### config.mk
export PLATFORM = sky130hd
export DESIGN_NAME = pixel_readout_capture_flat
export DESIGN_NICKNAME = d
export VERILOG_FILES = /design/src/rtl/readout_pkg.sv /design/src/rtl/pixel_readout_capture_if.sv /design/src/rtl/readout_fifo.sv /design/src/rtl/pixel_readout_capture.sv /design/src/flat_wrapper.sv
export SDC_FILE = /design/constraint.sdc
export NUM_CORES = 1
export LEC_CHECK = 0
export BUFFER_PORTS_ARGS = -buffer_cell sky130_fd_sc_hd__buf_2
export CELL_PAD_IN_SITES_DETAIL_PLACEMENT = 0
export CELL_PAD_IN_SITES_GLOBAL_PLACEMENT = 1
export CORE_ASPECT_RATIO = 1.1
export CORE_MARGIN = 4
export CORE_UTILIZATION = 35
export DETAILED_ROUTE_END_ITERATION = 10
export PLACE_DENSITY_LB_ADDON = 0.15
export SYNTH_ARGS = -nofsm -noshare
export SYNTH_HDL_FRONTEND = slang
export SYNTH_SLANG_ARGS = --single-unit
### constraint.sdc
create_clock -name clk -period 5.2 [get_ports clk]
set_input_delay 1.3 -clock clk [delete_from_list [all_inputs] [get_ports clk]]
set_output_delay 1.3 -clock clk [all_outputs]
set_load 0.005 [all_outputs]
### src/rtl/readout_pkg.sv
// Shared types for the pixel readout capture block: FSM states, the timeout
// data code, the FIFO entry layout and the dark-offset subtraction helper.
package readout_pkg;

    typedef enum logic [1:0] {
        ST_IDLE    = 2'd0,
        ST_CONVST  = 2'd1,
        ST_CONV    = 2'd2,
        ST_CAPTURE = 2'd3
    } state_t;

    localparam logic [15:0] TIMEOUT_CODE = 16'hFFFF;

    typedef struct packed {
        logic [15:0] data;
        logic [11:0] row;
        logic [11:0] col;
        logic        sof;
        logic        eol;
    } pix_entry_t;

    // Unsigned subtraction clamped at zero.
    function automatic logic [15:0] sat_sub(input logic [15:0] a, input logic [15:0] b);
        return (a > b) ? (a - b) : 16'd0;
    endfunction

endpackage

### src/rtl/pixel_readout_capture_if.sv
// Pixel stream valid/ready bus: master produces beats, slave consumes them.
interface pixel_readout_capture_if;
    logic        valid;
    logic        ready;
    logic [15:0] data;
    logic [11:0] row;
    logic [11:0] col;
    logic        sof;
    logic        eol;

    modport master (output valid, data, row, col, sof, eol, input ready);
    modport slave  (input valid, data, row, col, sof, eol, output ready);
endinterface

### src/rtl/readout_fifo.sv
// Synchronous FIFO of generic entries; a pop in the same clock frees space
// for a push, so a full FIFO can accept a push while it is being drained.
module readout_fifo
    import readout_pkg::*;
#(
    parameter int  DEPTH   = 8,
    parameter type entry_t = pix_entry_t
) (
    input  logic   clk,
    input  logic   rst_n,
    input  logic   push,
    input  entry_t push_data,
    input  logic   pop,
    output entry_t head,
    output logic   full,
    output logic   empty
);
    localparam int AW = $clog2(DEPTH);

    entry_t          mem [DEPTH];
    logic [AW-1:0]   wr_ptr_reg;
    logic [AW-1:0]   rd_ptr_reg;
    logic [AW:0]     count_reg;
    logic            do_push;
    logic            do_pop;

    assign full    = (count_reg == (AW+1)'(DEPTH));
    assign empty   = (count_reg == '0);
    assign do_pop  = pop && !empty;
    assign do_push = push && (!full || do_pop);

    always_ff @(posedge clk) begin
        if (do_push) begin
            mem[wr_ptr_reg] <= push_data;
        end
    end

    always_ff @(posedge clk or negedge rst_n) begin
        if (!rst_n) begin
            wr_ptr_reg <= '0;
            rd_ptr_reg <= '0;
            count_reg  <= '0;
        end else begin
            if (do_push) begin
                wr_ptr_reg <= wr_ptr_reg + 1'b1;
            end
            if (do_pop) begin
                rd_ptr_reg <= rd_ptr_reg + 1'b1;
            end
            case ({do_push, do_pop})
                2'b10:   count_reg <= count_reg + 1'b1;
                2'b01:   count_reg <= count_reg - 1'b1;
                default: count_reg <= count_reg;
            endcase
        end
    end

    // Head reads as zero when empty so the stream outputs are clean in reset.
    assign head = empty ? entry_t'('0) : mem[rd_ptr_reg];

endmodule

### src/rtl/pixel_readout_capture.sv
// Pixel ADC readout: trigger -> convert-start strobe -> wait busy -> capture
// into an output FIFO. Define READOUT_DARK_SUB_EN to add dark_offset subtraction.
module pixel_readout_capture
    import readout_pkg::*;
#(
    parameter int FIFO_DEPTH    = 8,
    parameter int CONVST_CYCLES = 2,
    parameter int CONV_TIMEOUT  = 255
) (
    input  logic        clk,
    input  logic        rst_n,
    input  logic        frame_busy,
    input  logic        adc_start_trigger,
    input  logic [11:0] row_addr,
    input  logic [11:0] col_addr,
    input  logic [11:0] col_end,
    output logic        adc_convst,
    input  logic        adc_busy,
    input  logic [15:0] adc_data,
`ifdef READOUT_DARK_SUB_EN
    input  logic [15:0] dark_offset,
`endif
    input  logic        clear_err,
    output logic        trig_miss,
    output logic        overflow,
    output logic        timeout_err,
    pixel_readout_capture_if.master pix
);
    localparam logic [15:0] CONVST_LAST = 16'(CONVST_CYCLES - 1);
    localparam logic [15:0] CONV_LAST   = 16'(CONV_TIMEOUT - 1);

    state_t      state_reg;
    logic [15:0] cnt_reg;
    logic [11:0] row_reg;
    logic [11:0] col_reg;
    logic [15:0] data_reg;
    logic        convst_reg;
    logic        frame_busy_d_reg;
    logic        sof_pending_reg;
    logic        trig_miss_reg;
    logic        overflow_reg;
    logic        timeout_err_reg;

    logic        fifo_full;
    logic        fifo_empty;
    logic        pop;
    logic        capture;
    logic        frame_rise;
    logic        busy_done;
    logic        timeout_hit;
    logic [15:0] conv_data;
    pix_entry_t  push_entry;
    pix_entry_t  head;

`ifdef READOUT_DARK_SUB_EN
    assign conv_data = sat_sub(adc_data, dark_offset);
`else
    assign conv_data = adc_data;
`endif

    // Busy is ignored on the first CONV clock; the ADC may not have raised it yet.
    assign busy_done   = (state_reg == ST_CONV) && (cnt_reg != 16'd0) && !adc_busy;
    assign timeout_hit = (state_reg == ST_CONV) && !busy_done && (cnt_reg == CONV_LAST);
    assign capture     = (state_reg == ST_CAPTURE);
    assign frame_rise  = frame_busy && !frame_busy_d_reg;
    assign pop         = pix.valid && pix.ready;

    always_comb begin
        push_entry      = '0;
        push_entry.data = data_reg;
        push_entry.row  = row_reg;
        push_entry.col  = col_reg;
        push_entry.sof  = sof_pending_reg || frame_rise;
        push_entry.eol  = (col_reg == col_end);
    end

    always_ff @(posedge clk or negedge rst_n) begin
        if (!rst_n) begin
            state_reg  <= ST_IDLE;
            cnt_reg    <= '0;
            row_reg    <= '0;
            col_reg    <= '0;
            data_reg   <= '0;
            convst_reg <= 1'b0;
        end else begin
            case (state_reg)
                ST_IDLE: begin
                    if (adc_start_trigger) begin
                        row_reg    <= row_addr;
                        col_reg    <= col_addr;
                        cnt_reg    <= '0;
                        convst_reg <= 1'b1;
                        state_reg  <= ST_CONVST;
                    end
                end
                ST_CONVST: begin
                    if (cnt_reg == CONVST_LAST) begin
                        cnt_reg    <= '0;
                        convst_reg <= 1'b0;
                        state_reg  <= ST_CONV;
                    end else begin
                        cnt_reg <= cnt_reg + 16'd1;
                    end
                end
                ST_CONV: begin
                    if (busy_done) begin
                        data_reg  <= conv_data;
                        state_reg <= ST_CAPTURE;
                    end else if (timeout_hit) begin
                        data_reg  <= TIMEOUT_CODE;
                        state_reg <= ST_CAPTURE;
                    end else begin
                        cnt_reg <= cnt_reg + 16'd1;
                    end
                end
                ST_CAPTURE: begin
                    cnt_reg   <= '0;
                    state_reg <= ST_IDLE;
                end
                default: state_reg <= ST_IDLE;
            endcase
        end
    end

    // Sticky flags: a set in the same clock as clear_err wins.
    always_ff @(posedge clk or negedge rst_n) begin
        if (!rst_n) begin
            frame_busy_d_reg <= 1'b0;
            sof_pending_reg  <= 1'b0;
            trig_miss_reg    <= 1'b0;
            overflow_reg     <= 1'b0;
            timeout_err_reg  <= 1'b0;
        end else begin
            frame_busy_d_reg <= frame_busy;
            if (capture) begin
                sof_pending_reg <= 1'b0;
            end else if (frame_rise) begin
                sof_pending_reg <= 1'b1;
            end
            trig_miss_reg   <= (trig_miss_reg & ~clear_err)
                             | (adc_start_trigger && (state_reg != ST_IDLE));
            overflow_reg    <= (overflow_reg & ~clear_err) | (capture && fifo_full && !pop);
            timeout_err_reg <= (timeout_err_reg & ~clear_err) | timeout_hit;
        end
    end

    readout_fifo #(
        .DEPTH   (FIFO_DEPTH),
        .entry_t (pix_entry_t)
    ) u_fifo (
        .clk       (clk),
        .rst_n     (rst_n),
        .push      (capture),
        .push_data (push_entry),
        .pop       (pop),
        .head      (head),
        .full      (fifo_full),
        .empty     (fifo_empty)
    );

    assign adc_convst  = convst_reg;
    assign trig_miss   = trig_miss_reg;
    assign overflow    = overflow_reg;
    assign timeout_err = timeout_err_reg;

    assign pix.valid = !fifo_empty;
    assign pix.data  = head.data;
    assign pix.row   = head.row;
    assign pix.col   = head.col;
    assign pix.sof   = head.sof;
    assign pix.eol   = head.eol;

endmodule

### src/flat_wrapper.sv
// flat-port wrapper written by rule: the top's interface ports become plain ports
module pixel_readout_capture_flat import readout_pkg::*;
#(
    parameter int FIFO_DEPTH    = 8,
    parameter int CONVST_CYCLES = 2,
    parameter int CONV_TIMEOUT  = 255
)
  (clk, rst_n, frame_busy, adc_start_trigger, row_addr, col_addr, col_end, adc_convst, adc_busy, adc_data, clear_err, trig_miss, overflow, timeout_err, pix_valid, pix_data, pix_row, pix_col, pix_sof, pix_eol, pix_ready);
  pixel_readout_capture_if pix_i ();
  input  logic clk;
  input  logic rst_n;
  input  logic frame_busy;
  input  logic adc_start_trigger;
  input  logic [11:0] row_addr;
  input  logic [11:0] col_addr;
  input  logic [11:0] col_end;
  output logic adc_convst;
  input  logic adc_busy;
  input  logic [15:0] adc_data;
  input  logic clear_err;
  output logic trig_miss;
  output logic overflow;
  output logic timeout_err;
  output wire logic [$bits(pix_i.valid)-1:0] pix_valid;
  output wire logic [$bits(pix_i.data)-1:0] pix_data;
  output wire logic [$bits(pix_i.row)-1:0] pix_row;
  output wire logic [$bits(pix_i.col)-1:0] pix_col;
  output wire logic [$bits(pix_i.sof)-1:0] pix_sof;
  output wire logic [$bits(pix_i.eol)-1:0] pix_eol;
  input wire logic [$bits(pix_i.ready)-1:0] pix_ready;
  assign pix_valid = pix_i.valid;
  assign pix_data = pix_i.data;
  assign pix_row = pix_i.row;
  assign pix_col = pix_i.col;
  assign pix_sof = pix_i.sof;
  assign pix_eol = pix_i.eol;
  assign pix_i.ready = pix_ready;
  pixel_readout_capture #(.FIFO_DEPTH(FIFO_DEPTH), .CONVST_CYCLES(CONVST_CYCLES), .CONV_TIMEOUT(CONV_TIMEOUT)) u_core (.clk(clk), .rst_n(rst_n), .frame_busy(frame_busy), .adc_start_trigger(adc_start_trigger), .row_addr(row_addr), .col_addr(col_addr), .col_end(col_end), .adc_convst(adc_convst), .adc_busy(adc_busy), .adc_data(adc_data), .clear_err(clear_err), .trig_miss(trig_miss), .overflow(overflow), .timeout_err(timeout_err), .pix(pix_i));
endmodule
==> impl_metrics.py, run 1 <==
metrics = {
    "status": {
        "status": "finished, final reports clean",
    },
    "timing": {
        "fmax_mhz": 240,
        "slew_viol_final": 0,
        "finalCritPeriodShare_pct": 80.2,
        "max_slew_margin_pct": 22.7,
        "clock_skew_ns": 0.0226,
        "min_period_ns": 4.17,
        "hold_violations": 0,
        "rsz0062_at_grt": "no",
        "finalSetupViolCount": 0,
        "fin_tns_setup_ns": 0,
        "worstMarginPinSlew_ns": 1.16,
    },
    "placement": {
        "postPlaceCellArea_sq_um": 17800,
        "dp_hpwl_microns": 21600,
        "numPortBuffers": 105,
        "place.gp.congestion": 0.680,
        "dp.cells": 1552,
    },
    "synth": {
        "synth_edf_count": 336,
        "synth_top_family_by_area": "multiplexers",
        "synth_warnings": 0,
        "synthXorXnorAreaFrac_pct": 1.02,
        "synth_ff_type": "edfxtp_1",
        "synthSimpleGateAreaFrac_pct": 4.57,
        "synth_cells": 880,
        "synth_compound_area_share_pct": 2.65,
        "synth-seq-area-share_pct": 73.0,
        "synth_mux_area_share_pct": 16.2,
        "syn_avg_cell_area_sq_um": 18.6,
        "synth_cell_types": 52,
        "ys_ff_latch": 410,
        "synthAdderAreaFrac_pct": 1.12,
        "syn_area_sq_um": 16400,
        "ys_async_sr_fraction_pct": 18.0,
        "syn-num-nets": 953,
    },
    "detailed_routing": {
        "drc_errors": 0,
        "viasPerCell": 5.07,
        "drtAntennaViolNets": 0,
        "via_count": 8294,
        "drt_iter0_drc": 492,
        "wire_per_inst_microns": 22.1,
        "routed_wl_microns": 36200,
        "firstDrtPassIters": 4,
    },
    "min_path": {
        "hold_end": "u_core.u_fifo.wr_ptr_reg[0]$_DFFE_PN0P_",
        "hold_depth": 1,
        "hp-start": "u_core.u_fifo.wr_ptr_reg[0]$_DFFE_PN0P_",
        "min_path_type": "reg -> reg",
    },
    "critical_path": {
        "cp-start-kind": "flip-flop",
        "regToRegEndpoint": "u_core.u_fifo.mem[3][26]$_DFFE_PP_",
        "cp_data_required_time_ns": 3.90,
        "reg2reg_slack_ns": 2.32,
        "end_kind": "primary output",
        "r2r_start": "u_core.state_reg[1]$_DFFE_PN0P_",
        "criticalPathCategory": "reg -> out",
        "arrival_ns": 2.87,
        "path_max_fanout": 69,
        "ff2ff_path_depth": 6,
    },
    "global_route": {
        "overflow": 0,
        "grt_pass1_wl_microns": 55800,
        "grt_max_degree": 70,
        "antenna_found_initial": 1,
        "grtUsageTotal_pct": 14.4,
        "grt_pass1_vias": 8986,
    },
    "layout": {
        "nets": 1084,
        "drive_above_1_share_pct": 31.6,
        "final_core_util_pct": 41.9,
        "antenna_cells": 0,
        "fin_area_sq_um": 19200,
        "syn_to_final_growth_pct": 17.5,
        "fillers": 4126,
        "largest_reg_flops": 336,
        "instances_no_fill": 1636,
    },
    "floorplan": {
        "dieArea_sq_um": 50300,
        "dieWidth_microns": 214,
        "row_count": 82,
        "io_pins": 106,
        "dieHeight_microns": 235,
        "initial_core_util_pct": 35.7,
        "core_area_sq_um": 45900,
    },
    "clocking": {
        "ctsResizeCount": 0,
        "insertion_delay_ns": 0.57,
        "root_buffer": "clkbuf_16",
        "cts_setup_buffers": 0,
        "numCtsBuffers": 45,
        "cts_tree": "yes",
        "cts-hold-fix-buffers": 0,
        "cts.sinks": 410,
        "path_clk_slew_ns": 0.06,
        "htreeDepth": 2,
        "cts_buffer_depth": 3,
    },
    "job": {
        "max-cap-violations": 0,
    },
    "power": {
        "p_sw_w": 0.00236,
        "max-vdd-ir-drop_v": 0.000272,
        "power_frac_comb_pct": 20.9,
        "p_total_w": 0.00884,
        "p_per_area_nw_per_um2": 460,
        "power.internal_w": 0.00648,
        "power_frac_seq_pct": 43.7,
        "power.leakage_nw": 6.72,
        "swShare_pct": 26.7,
        "clkPwrFrac_pct": 35.4,
    },
}
==> critical path, stage by stage (launching register included) <==
cell	delay [ns]
dfrtp_4	1.12
buf_4	0.37
mux4_2	0.33
mux2i_1	0.23
nor2_1	0.07
buf_2	0.14
==> layout make-up <==
cell class / count / area (sq um) / area share, %
Inverter: 18 / 67.6 / 0.351
Sequential cell: 410 / 12000 / 62.2
Timing Repair Buffer: 125 / 716 / 3.72
Tap cell: 588 / 736 / 3.83
Clock buffer: 54 / 1190 / 6.19
Multi-Input combinational cell: 411 / 4280 / 22.3
Clock inverter: 30 / 284 / 1.48
==> cells in the mapped netlist, drive strengths merged (2+ instances only) <==
master  count  area, sq um
nand4       7         43.8
a21o        2         15.0
inv        18         67.6
mux4       84         1890
mux2       28          315
and4        2         17.5
clkbuf     26         97.6
dfrtp      74         1850
ha         13          163
nand3      12         60.1
or3b        2         17.5
a221o       4         40.0
or4         3         26.3
and2        3         18.8
mux2i      45          450
nor4        3         33.8
o41ai       3         45.1
a211o       3         26.3
buf        15         71.3
a21oi       5         25.0
nand2      32          123
a31oi       2         12.5
a22o        5         43.8
o22ai       4         25.0
nor3        6         30.0
nor2       76          288
o31ai       4         30.0
nand2b      4         25.0
o21ai      22          110
edfxtp    336        10100
xnor2      17          149
and3        6         37.5
xor2        2         17.5
==> power by group through the flow <==
stage / clock [W] / combinational (W) / sequential (W)
finish: 0.00313 / 0.00185 / 0.00387
global route: 0.00337 / 0.00202 / 0.00391
CTS: 0.00323 / 0.00192 / 0.00389
detailed placement: 0 / 0.00191 / 0.00395
global placement: 0 / 0.00191 / 0.00395
floorplan: 0 / 0.00148 / 0.00363
==> routing by layer <==
| metal | routed length [microns] | up-vias | global-route usage (%) |
|---|---|---|---|
| met4 | 543 | 2 | 3.58 |
| met3 | 1290 | 43 | 2.57 |
| met5 | 13 | - | 0 |
| li1 | - | 3752 | - |
| met2 | 17600 | 147 | 23.7 |
| met1 | 16700 | 4350 | 20.0 |
==> stage by stage <==
stage | hold WS [ns] | worst slack [ns]
6_report | 0.517 | 1.03
5_1_grt | 0.543 | 0.833
4_1_cts | 0.514 | 0.946
3_5_place_dp | 0.506 | 1.46
3_3_place_gp | 0.505 | 1.49
2_1_floorplan | 0.480 | 1.04
==> worst max path at each step <==
stage,from,end,slack [ns]
2_1_floorplan,pix_ready,u_core.u_fifo.mem[7][0]$_DFFE_PP_,1.04
3_3_place_gp,pix_ready,u_core.u_fifo.mem[3][40]$_DFFE_PP_,1.49
3_5_place_dp,pix_ready,u_core.u_fifo.mem[3][37]$_DFFE_PP_,1.46
4_1_cts,u_core.u_fifo.rd_ptr_reg[1]$_DFFE_PN0P_,pix_col[10],0.95
5_1_grt,u_core.u_fifo.rd_ptr_reg[0]$_DFFE_PN0P_,pix_col[10],0.83
6_report,u_core.u_fifo.rd_ptr_reg[1]$_DFFE_PN0P_,pix_col[10],1.03
==> cell families (layout without fill, tap and decap cells) <==
group                    after synthesis  in the layout
AO/OA/AOI/OAI                         61             61
XOR/XNOR                              19             19
adder cells (fa/ha/maj)               14             14
buffers and inverters                 59            227
flip-flops                           410            410
multiplexers                         157            157
AND/OR/NAND/NOR                      160            160
==> cells in the final DEF, fill, tap and decap left out, types with 5 or more instances in the layout <==
cell type,count
edfxtp_1,336
buf_2,104
mux4_2,84
dfrtp_1,71
nor2_1,69
mux2i_1,45
clkbuf_16,45
nand2_1,30
mux2_2,28
o21ai_0,22
inv_1,18
buf_4,18
xnor2_1,17
ha_1,13
nand3_1,12
clkinv_2,11
nand4_1,7
clkinv_1,7
nor2_4,6
and3_1,6
clkbuf_1,6
a22o_1,5
a21oi_1,5
Power figures use the tool's default switching activity.
==> run 2: changes to the inputs <==
- clock period: 5.2 -> 3.7 ns (I/O delays scaled with it)
==> impl_metrics.py, run 2 (synthesis gave the netlist of run 1 again) <==
metrics = {
    "timing": {
        "finalSetupViolCount": 0,
        "rsz0062_at_grt": "no",
        "min_period_ns": 3.51,
        "clock_skew_ns": 0.0127,
        "fmax_mhz": 285,
        "finalCritPeriodShare_pct": 94.8,
        "fin_tns_setup_ns": 0,
        "hold_violations": 0,
        "max_slew_margin_pct": 42.8,
        "worstMarginPinSlew_ns": 0.856,
        "slew_viol_final": 0,
        "layout_setup_ws_ns": 0.194,
    },
    "global_route": {
        "antenna_found_initial": 0,
        "grt_pass1_vias": 9076,
        "overflow": 0,
        "grtUsageTotal_pct": 14.7,
        "grt_pass1_wl_microns": 57000,
        "grt_max_degree": 46,
    },
    "status": {
        "status": "finished, final reports clean",
    },
    "min_path": {
        "min_path_type": "in -> async",
    },
    "floorplan": {
        "row_count": 82,
        "core_area_sq_um": 45900,
        "dieHeight_microns": 235,
        "dieWidth_microns": 214,
        "initial_core_util_pct": 35.7,
        "dieArea_sq_um": 50300,
        "io_pins": 106,
    },
    "detailed_routing": {
        "drc_errors": 0,
        "viasPerCell": 5.05,
        "firstDrtPassIters": 4,
        "wire_per_inst_microns": 22.4,
        "via_count": 8300,
        "routed_wl_microns": 36700,
        "drt_iter0_drc": 416,
        "drtAntennaViolNets": 0,
    },
    "placement": {
        "dp.cells": 1558,
        "numPortBuffers": 105,
        "dp_hpwl_microns": 21300,
        "preCtsSetupSlack_ns": 0.660,
        "place.gp.congestion": 0.679,
    },
    "power": {
        "p_per_area_nw_per_um2": 647,
        "swShare_pct": 26.2,
        "power_frac_comb_pct": 22.6,
        "power.internal_w": 0.00925,
        "power_frac_seq_pct": 41.8,
        "p_total_w": 0.0125,
        "max-vdd-ir-drop_v": 0.000285,
        "p_sw_w": 0.00328,
        "power.leakage_nw": 6.75,
        "clkPwrFrac_pct": 35.6,
    },
    "clocking": {
        "cts.sinks": 410,
        "htreeDepth": 2,
        "insertion_delay_ns": 0.56,
        "cts_setup_buffers": 0,
        "cts_buffer_depth": 3,
        "path_clk_slew_ns": 0.06,
        "numCtsBuffers": 45,
        "cts_tree": "yes",
        "root_buffer": "clkbuf_16",
    },
    "critical_path": {
        "max_stage_delay_ns": 0.86,
        "cp-start-kind": "flip-flop",
        "path_cells": "buf_4, mux4_2, mux2i_1, nor2_1, buf_2",
        "cp_data_required_time_ns": 2.77,
        "arrival_ns": 2.58,
        "reg2reg_slack_ns": 0.91,
        "end_kind": "primary output",
        "slowest_stage": "dfrtp_4",
        "criticalPathCategory": "reg -> out",
        "path_max_fanout": 42,
    },
    "layout": {
        "nets": 1090,
        "final_core_util_pct": 42.2,
        "largest_reg_flops": 336,
        "syn_to_final_growth_pct": 18.3,
        "antenna_cells": 0,
        "final_common_cell": "edfxtp_1",
        "most-common-layout-cells": "edfxtp_1, buf_2, mux4_2, dfrtp_1, nor2_1",
        "instances_no_fill": 1642,
        "drive_above_1_share_pct": 30.9,
    },
    "job": {
        "max-cap-violations": 0,
    },
}
[run 2: area by class of cell]
type	count	area [sq um]
inverters	18	67.6
fillers	4104	26500
clock inverters	18	188
clock buffers	66	1290
well taps	588	736
multi-input cells	411	4280
flip-flops and latches	410	12000
repair buffers	131	847
[run 2: metal layers]
layer  wire [microns]  part of all wire, %  vias to the layer above  track usage, %
met5                0                    0                        -               0
met4              515                  1.4                        0            3.10
met3             1450                  3.9                       38            3.27
met2            17800                   49                      145            24.1
met1            16900                   46                     4359            20.5
li1                 -                    -                     3758               -
[run 2: timing repair]
item	4_1_cts	5_1_grt
endpoints found under the setup margin	0	4
resized for setup	0	3
hold buffers	0	0
[run 2: critical path, delay by kind of cell (launching register included)]
kind                   cells  cell delay (ns)
muxes                      2             0.48
DFF                        1             0.86
buffers and inverters      2             0.55
and+or+nand+nor            1             0.10
[run 2: worst paths after layout]
path | startpoint | to | cells after the start
setup reg to reg | u_core.cnt_reg[9]$_DFFE_PN0P_ | u_core.cnt_reg[5]$_DFFE_PN0P_ | 5
setup / recovery | u_core.u_fifo.rd_ptr_reg[1]$_DFFE_PN0P_ | pix_data[15] | 5
min in group clk | u_core.u_fifo.wr_ptr_reg[0]$_DFFE_PN0P_ | u_core.u_fifo.wr_ptr_reg[0]$_DFFE_PN0P_ | 1
hold / removal | rst_n | u_core.cnt_reg[0]$_DFFE_PN0P_ | 1
hold reg to reg | u_core.u_fifo.wr_ptr_reg[0]$_DFFE_PN0P_ | u_core.u_fifo.wr_ptr_reg[0]$_DFFE_PN0P_ | 1
max in group asynchronous | rst_n | u_core.col_reg[6]$_DFFE_PN0P_ | 2
[run 2: metrics by stage]
stage          hold slack [ns]  instance area (sq um)
2_1_floorplan            0.480                  16400
3_3_place_gp             0.513                  17900
3_5_place_dp             0.509                  17900
4_1_cts                  0.408                  19300
5_1_grt                  0.442                  19400
6_report                 0.419                  19400
[run 2: power groups by stage]
stage,Sequential (W),Clock [W],Combinational [W]
after detailed placement,0.00534,0,0.00292
after CTS,0.00525,0.00460,0.00293
after global placement,0.00534,0,0.00293
after global routing,0.00526,0.00481,0.00313
after floorplan,0.00510,0,0.00208
final,0.00524,0.00446,0.00283
